==> src/rtl/fetch_unit_pkg.sv <==
// Shared definitions for the instruction fetch stage: the NOP reset value,
// FSM state type, queue entry layout and PC alignment helper.
package fetch_unit_pkg;

  localparam logic [31:0] RV_NOP_INSTR = 32'h0000_0013;
  localparam int unsigned ENTRY_W      = 64;

  // S_IDLE : no request on the bus
  // S_REQ  : request at the current PC is on the bus
  // S_STALE: request on the bus was overtaken by a redirect; its data is dropped
  typedef enum logic [1:0] {
    S_IDLE  = 2'd0,
    S_REQ   = 2'd1,
    S_STALE = 2'd2
  } fetch_state_e;

  // Queue entry: instruction word in the upper half, its PC in the lower half.
  typedef struct packed {
    logic [31:0] instr;
    logic [31:0] pc;
  } fetch_entry_t;

  function automatic logic [31:0] word_align(input logic [31:0] addr);
    return {addr[31:2], 2'b00};
  endfunction

endpackage

==> src/rtl/fetch_buffer.sv <==
// Two-entry FIFO between the fetch bus and decode. The head entry is always
// driven on the output; flush empties it in one cycle. Push while full is only
// accepted when a pop happens in the same cycle.
module fetch_buffer #(
  parameter int unsigned       WIDTH     = 64,
  parameter logic [WIDTH-1:0]  RESET_VAL = '0
) (
  input  logic             clk,
  input  logic             rst_n,
  input  logic             push,
  input  logic [WIDTH-1:0] push_data,
  input  logic             pop,
  input  logic             flush,
  output logic [WIDTH-1:0] head,
  output logic [1:0]       count,
  output logic             full,
  output logic             empty
);

  logic [WIDTH-1:0] mem_q [2];
  logic             wr_ptr_q;
  logic             rd_ptr_q;
  logic [1:0]       count_q;
  logic             do_pop;
  logic             do_push;

  assign empty   = (count_q == 2'd0);
  assign full    = (count_q == 2'd2);
  assign count   = count_q;
  assign head    = mem_q[rd_ptr_q];
  assign do_pop  = pop & ~empty;
  assign do_push = push & (~full | do_pop);

  // Storage, pointers and occupancy; flush wins over any push/pop.
  always_ff @(posedge clk or negedge rst_n) begin
    if (!rst_n) begin
      mem_q[0] <= RESET_VAL;
      mem_q[1] <= RESET_VAL;
      wr_ptr_q <= 1'b0;
      rd_ptr_q <= 1'b0;
      count_q  <= 2'd0;
    end else if (flush) begin
      wr_ptr_q <= 1'b0;
      rd_ptr_q <= 1'b0;
      count_q  <= 2'd0;
    end else begin
      if (do_push) begin
        mem_q[wr_ptr_q] <= push_data;
        wr_ptr_q        <= ~wr_ptr_q;
      end
      if (do_pop) begin
        rd_ptr_q <= ~rd_ptr_q;
      end
      count_q <= count_q + {1'b0, do_push} - {1'b0, do_pop};
    end
  end

endmodule

==> src/rtl/fetch_unit.sv <==
// Instruction fetch stage: owns the PC, issues one outstanding word fetch at a
// time on the valid/ack memory port and queues results for decode.
// Memory handshake: once imem_valid_o is high, imem_addr_o and imem_valid_o hold
// until the cycle imem_ack_i is high; data is taken only in that ack cycle and
// the ack may arrive in the same cycle valid first rises. Decode handshake: an
// entry moves when instr_valid_o & instr_ready_i at a rising clock edge.
import fetch_unit_pkg::*;

module fetch_unit #(
  parameter logic [31:0] RESET_PC = 32'h0001_0000
) (
  input  logic         clk_i,
  input  logic         rst_ni,
  output logic [31:0]  imem_addr_o,
  output logic         imem_valid_o,
  input  logic         imem_ack_i,
  input  logic [31:0]  imem_data_i,
  input  logic         redirect_i,
  input  logic [31:0]  redirect_pc_i,
  output logic [31:0]  instr_o,
  output logic [31:0]  instr_pc_o,
  output logic         instr_valid_o,
  input  logic         instr_ready_i,
  output fetch_state_e state_o
);

  fetch_state_e state_q, state_d;
  logic [31:0]  pc_q, pc_d;      // next address to fetch
  logic [31:0]  addr_q, addr_d;  // address currently driven on the bus
  logic         push;
  logic         pop;
  logic         flush;
  logic [1:0]   count;
  logic         full;
  logic         empty;
  logic [31:0]  redir_pc;
  logic [31:0]  next_pc;
  logic [2:0]   count_after_push;
  fetch_entry_t push_entry;
  fetch_entry_t head_entry;

  assign redir_pc         = word_align(redirect_pc_i);
  assign next_pc          = addr_q + 32'd4;
  assign pop              = instr_valid_o & instr_ready_i;
  assign count_after_push = {1'b0, count} + 3'd1 - {2'b00, pop};
  assign push_entry       = '{instr: imem_data_i, pc: addr_q};

  assign imem_addr_o   = addr_q;
  assign imem_valid_o  = (state_q != S_IDLE);
  assign instr_valid_o = ~empty;
  assign instr_o       = head_entry.instr;
  assign instr_pc_o    = head_entry.pc;
  assign state_o       = state_q;

  // State, PC and bus address registers.
  always_ff @(posedge clk_i or negedge rst_ni) begin
    if (!rst_ni) begin
      state_q <= S_IDLE;
      pc_q    <= RESET_PC;
      addr_q  <= RESET_PC;
    end else begin
      state_q <= state_d;
      pc_q    <= pc_d;
      addr_q  <= addr_d;
    end
  end

  // Next-state, PC update and queue control.
  always_comb begin
    state_d = state_q;
    pc_d    = pc_q;
    addr_d  = addr_q;
    push    = 1'b0;
    flush   = redirect_i;
    case (state_q)
      S_IDLE: begin
        if (redirect_i) begin
          pc_d    = redir_pc;
          addr_d  = redir_pc;
          state_d = S_REQ;
        end else if (!full) begin
          addr_d  = pc_q;
          state_d = S_REQ;
        end
      end
      S_REQ: begin
        if (imem_ack_i) begin
          if (redirect_i) begin
            // Word is discarded; the new target goes out next cycle.
            pc_d   = redir_pc;
            addr_d = redir_pc;
          end else begin
            push   = 1'b1;
            pc_d   = next_pc;
            addr_d = next_pc;
            if (count_after_push >= 3'd2) begin
              state_d = S_IDLE;
            end
          end
        end else if (redirect_i) begin
          // Bus address must hold until ack, so remember the target only.
          pc_d    = redir_pc;
          state_d = S_STALE;
        end
      end
      S_STALE: begin
        if (redirect_i) begin
          pc_d = redir_pc;
        end
        if (imem_ack_i) begin
          addr_d  = redirect_i ? redir_pc : pc_q;
          state_d = S_REQ;
        end
      end
      default: begin
        state_d = S_IDLE;
      end
    endcase
  end

  fetch_buffer #(
    .WIDTH     (ENTRY_W),
    .RESET_VAL ({RV_NOP_INSTR, 32'h0000_0000})
  ) u_buffer (
    .clk       (clk_i),
    .rst_n     (rst_ni),
    .push      (push),
    .push_data (push_entry),
    .pop       (pop),
    .flush     (flush),
    .head      (head_entry),
    .count     (count),
    .full      (full),
    .empty     (empty)
  );

endmodule
==> config.mk <==
export PLATFORM = sky130hd
export DESIGN_NAME = fetch_unit
export DESIGN_NICKNAME = d
export VERILOG_FILES = /design/src/rtl/fetch_unit_pkg.sv /design/src/rtl/fetch_buffer.sv /design/src/rtl/fetch_unit.sv
export SDC_FILE = /design/constraint.sdc
export NUM_CORES = 1
export LEC_CHECK = 0
export CORE_ASPECT_RATIO = 0.6
export CORE_MARGIN = 5
export CORE_UTILIZATION = 58
export DETAILED_ROUTE_END_ITERATION = 16
export PLACE_DENSITY_LB_ADDON = 0.3
export SLEW_MARGIN = 20
export SYNTH_ARGS = -nofsm -noshare
export SYNTH_HDL_FRONTEND = slang
export SYNTH_SLANG_ARGS = --single-unit
==> constraint.sdc <==
create_clock -name clk_i -period 3.57 [get_ports clk_i]
set_input_delay 1.071 -clock clk_i [delete_from_list [all_inputs] [get_ports clk_i]]
set_output_delay 1.071 -clock clk_i [all_outputs]
set_load 0.1 [all_outputs]
==> key figures <==
Final layout
  • Area growth syn-to-layout: 25.6%
  • Multi-input combinational cell area: 4620 um2
  • Diode count: 0
  • Ratio of cells with drive above 1 in the final layout: 35.7%
  • Fillers: 1,202
  • NumNets Final: 1,105
  • Sequential cell area: 4970 um2
  • Finished Layout Cells: 1,279

Synthesis
  • Synth top area share: 47.6%
  • Synth Register Bits: 198
  • Compound-Gate Fraction of Synth Area: 11.8%
  • Mapped Nets: 956
  • Synth top cells by count: 190 x dfrtp_1, 184 x mux2_2, 71 x o21ai_0
  • Async SR Flop Fraction: 100%
  • XOR/XNOR share of the synthesized area: 2.72%
  • Main synth FF type: dfrtp_1
  • Post-synth cell types: 58
  • Post-synth EDFFs: 0
  • Simple-gate area share of the yosys netlist: 9.17%
  • Post-Synthesis Cell Area: 9990 um2
  • Main combinational cell family by area after synthesis: multiplexers
  • Synthesized area per cell: 11.3 um2
  • Synth warn: 0
  • Cells after Synth: 883
  • Yosys top cell by area: dfrtp_1
  • Post-synthesis adder-cell area fraction: 0.501%
  • Cell with the most instances after synthesis: dfrtp_1
  • Top cells by area, synth: dfrtp_1 48%, mux2_2 21%, o21ai_0 3.6%
  • Mux cell area share after synthesis: 22.1%
  • Seq/Total Area, Yosys: 49.7%

Worst setup path
  • Crit path DAT: 2050 ps
  • CP Class: register to primary output
  • Crit-path max FO: 40
  • Critical Path End Type: primary output
  • Startpoint types: register
  • Critical path required time: 2500 ps
  • Worst Reg2Reg Path Length in Cells: 5

Die
  • Starting Density: 58.6%
  • Die area: 20,000 um2
  • Core area: 17,000 um2
  • I/O pin count: 169
  • Chip height: 112 um
  • # rows: 37
  • Die W: 179 um

Timing
  • Setup violations, final: 0
  • Final Slew Violations: 0
  • RSZ-0062 raised after global routing: no
  • Final setup TNS: 0 ps
  • Crit path time final: 3130 ps
  • Tcrit/Tclk final: 87.5%
  • Clock Skews: 12.0 ps
  • Slew at the pin with the worst max-slew slack: 953 ps
  • Hold violation count in the final report: 0
  • Max Freq: 0.320 GHz
  • Slew margin rel.: 36.3%

Flow run
  • Max_cap viols: 0

Global routing
  • Initial antenna violation count: 0
  • Number of global-route vias before repair: 7,641
  • GRT overflow: 0
  • Pin count of the biggest net entering global routing: 91
  • First-pass GRT wire length: 41,300 um
  • GRT Util Overall: 25.8%

Route
  • Detail Route Antenna Nets: 0
  • DR WL/cell: 20.0 um
  • Vias per cell: 6.05
  • # DRC: 0
  • Routed vias: 7,734
  • Iter 0 DRT Violations: 840
  • Detailed Routing Iterations Pass 1: 5
  • Drt total wl: 25,600 um

Status
  • Status: completed

Clocking
  • CTS Root Cell: clkbuf_16
  • H-tree depth: 4
  • # resized after CTS: 0
  • Clock transition at path regs: 70 ps
  • TritonCTS clock tree: done
  • Sinks on Clock Net: 198
  • Worst skew pair latency: 430 ps
  • CTS Buffer Depth: 2
  • CTS Buf Count: 17
  • Cts hold-fix bufs: 0
  • Setup Buffers After CTS: 0

Placed design
  • Port bufs: 166
  • Final HPWL DP: 17,400 um
  • Routability congestion estimate: 0.954
  • Placed Cells incl. Taps: 1,247

Min path
  • Hold path depth: 1
  • Hold crit path type: register to register
cells in the final DEF (no fill, tap or decap), types with 3 or more instances in the layout:
master	netlist	routed
a22o_1	4	4
a31oi_1	6	6
o211ai_1	4	4
o21ai_0	71	71
clkinv_8	0	3
o221ai_1	3	3
nand3_1	18	18
nor3_2	3	3
nor4_1	7	7
mux2_2	184	184
mux2i_1	4	4
xnor2_1	14	14
buf_4	2	101
and3_1	6	6
dfrtp_1	190	189
buf_12	0	32
and2_1	5	5
a221oi_1	3	3
a21oi_1	48	48
o22ai_1	20	20
clkbuf_16	0	17
or3_1	6	6
clkdlybuf4s50_1	0	64
a22oi_1	17	17
nand2_1	67	67
ha_1	4	4
dfstp_2	8	8
nor2b_1	3	3
xor2_1	17	17
inv_8	0	3
inv_1	7	7
o2bb2a_1	4	4
mux2_1	8	8
nor3_1	4	4
nor2_1	40	40
inv_6	0	4
nand4_1	9	9
metal layers:
metal  vias up  wire length [um]  track usage [%]
met5         -                 0                0
met2       369             11300             36.9
met4         0               264             5.98
met1      3845             11700             39.5
li1       3499                 -                -
met3        21              2320             6.92
final cells by class:
cell class	count	area share, %
timing repair buffer	199	16.4
inverter	7	0.209
sequential	198	39.6
tap	234	2.33
multi-input combinational	609	36.8
clock inverter	13	1.11
clock buffer	19	3.53
logic make-up (layout without fill, tap and decap cells):
kind of cell,count (synthesis),after routing
compound gates,195,195
xor+xnor,31,31
fa+ha+maj,4,4
buf+inv,76,238
flops,198,198
mux,196,196
simple gates,183,183
worst paths after layout:
path | start | endpoint | slack, ps
hold reg to reg | u_buffer.mem_q[108] | u_buffer.mem_q[108] | 490
setup reg to reg | imem_addr_o[7] | imem_addr_o[21] | 880
max in group asynchronous | rst_ni | u_buffer.mem_q[36] | 1980
min in group asynchronous | rst_ni | u_buffer.mem_q[15] | 690
hold / removal | u_buffer.mem_q[108] | u_buffer.mem_q[108] | 490
setup / recovery | u_buffer.rd_ptr_q | instr_pc_o[16] | 440
critical path, cell delays in order, from the launching register on:
cell and delay (ps):
dfrtp_4 690, buf_12 300, mux2_2 370, buf_4 230
through the flow:
stage                     setup WS (ps)  hold WS (ps)  instance area, um2  util (%)
final                               445           491               12500      73.6
after global routing                375           506               12500      73.6
after floorplan                     613           454                9990         -
after detailed placement            344           476               12000      70.2
after CTS                           416           493               12500      73.6
after global placement              407           463               12000      70.2
state kept, by name (all words and copies together) (netlist names):
name	cells
pc_q	32
u_buffer.count	2
state_o	2
u_buffer.mem_q	128
u_buffer.wr_ptr_q	1
u_buffer.rd_ptr_q	1
imem_addr_o	32
Power is not shown: default switching activity piles up to over one toggle a cycle in this logic, so the estimate is an artifact.
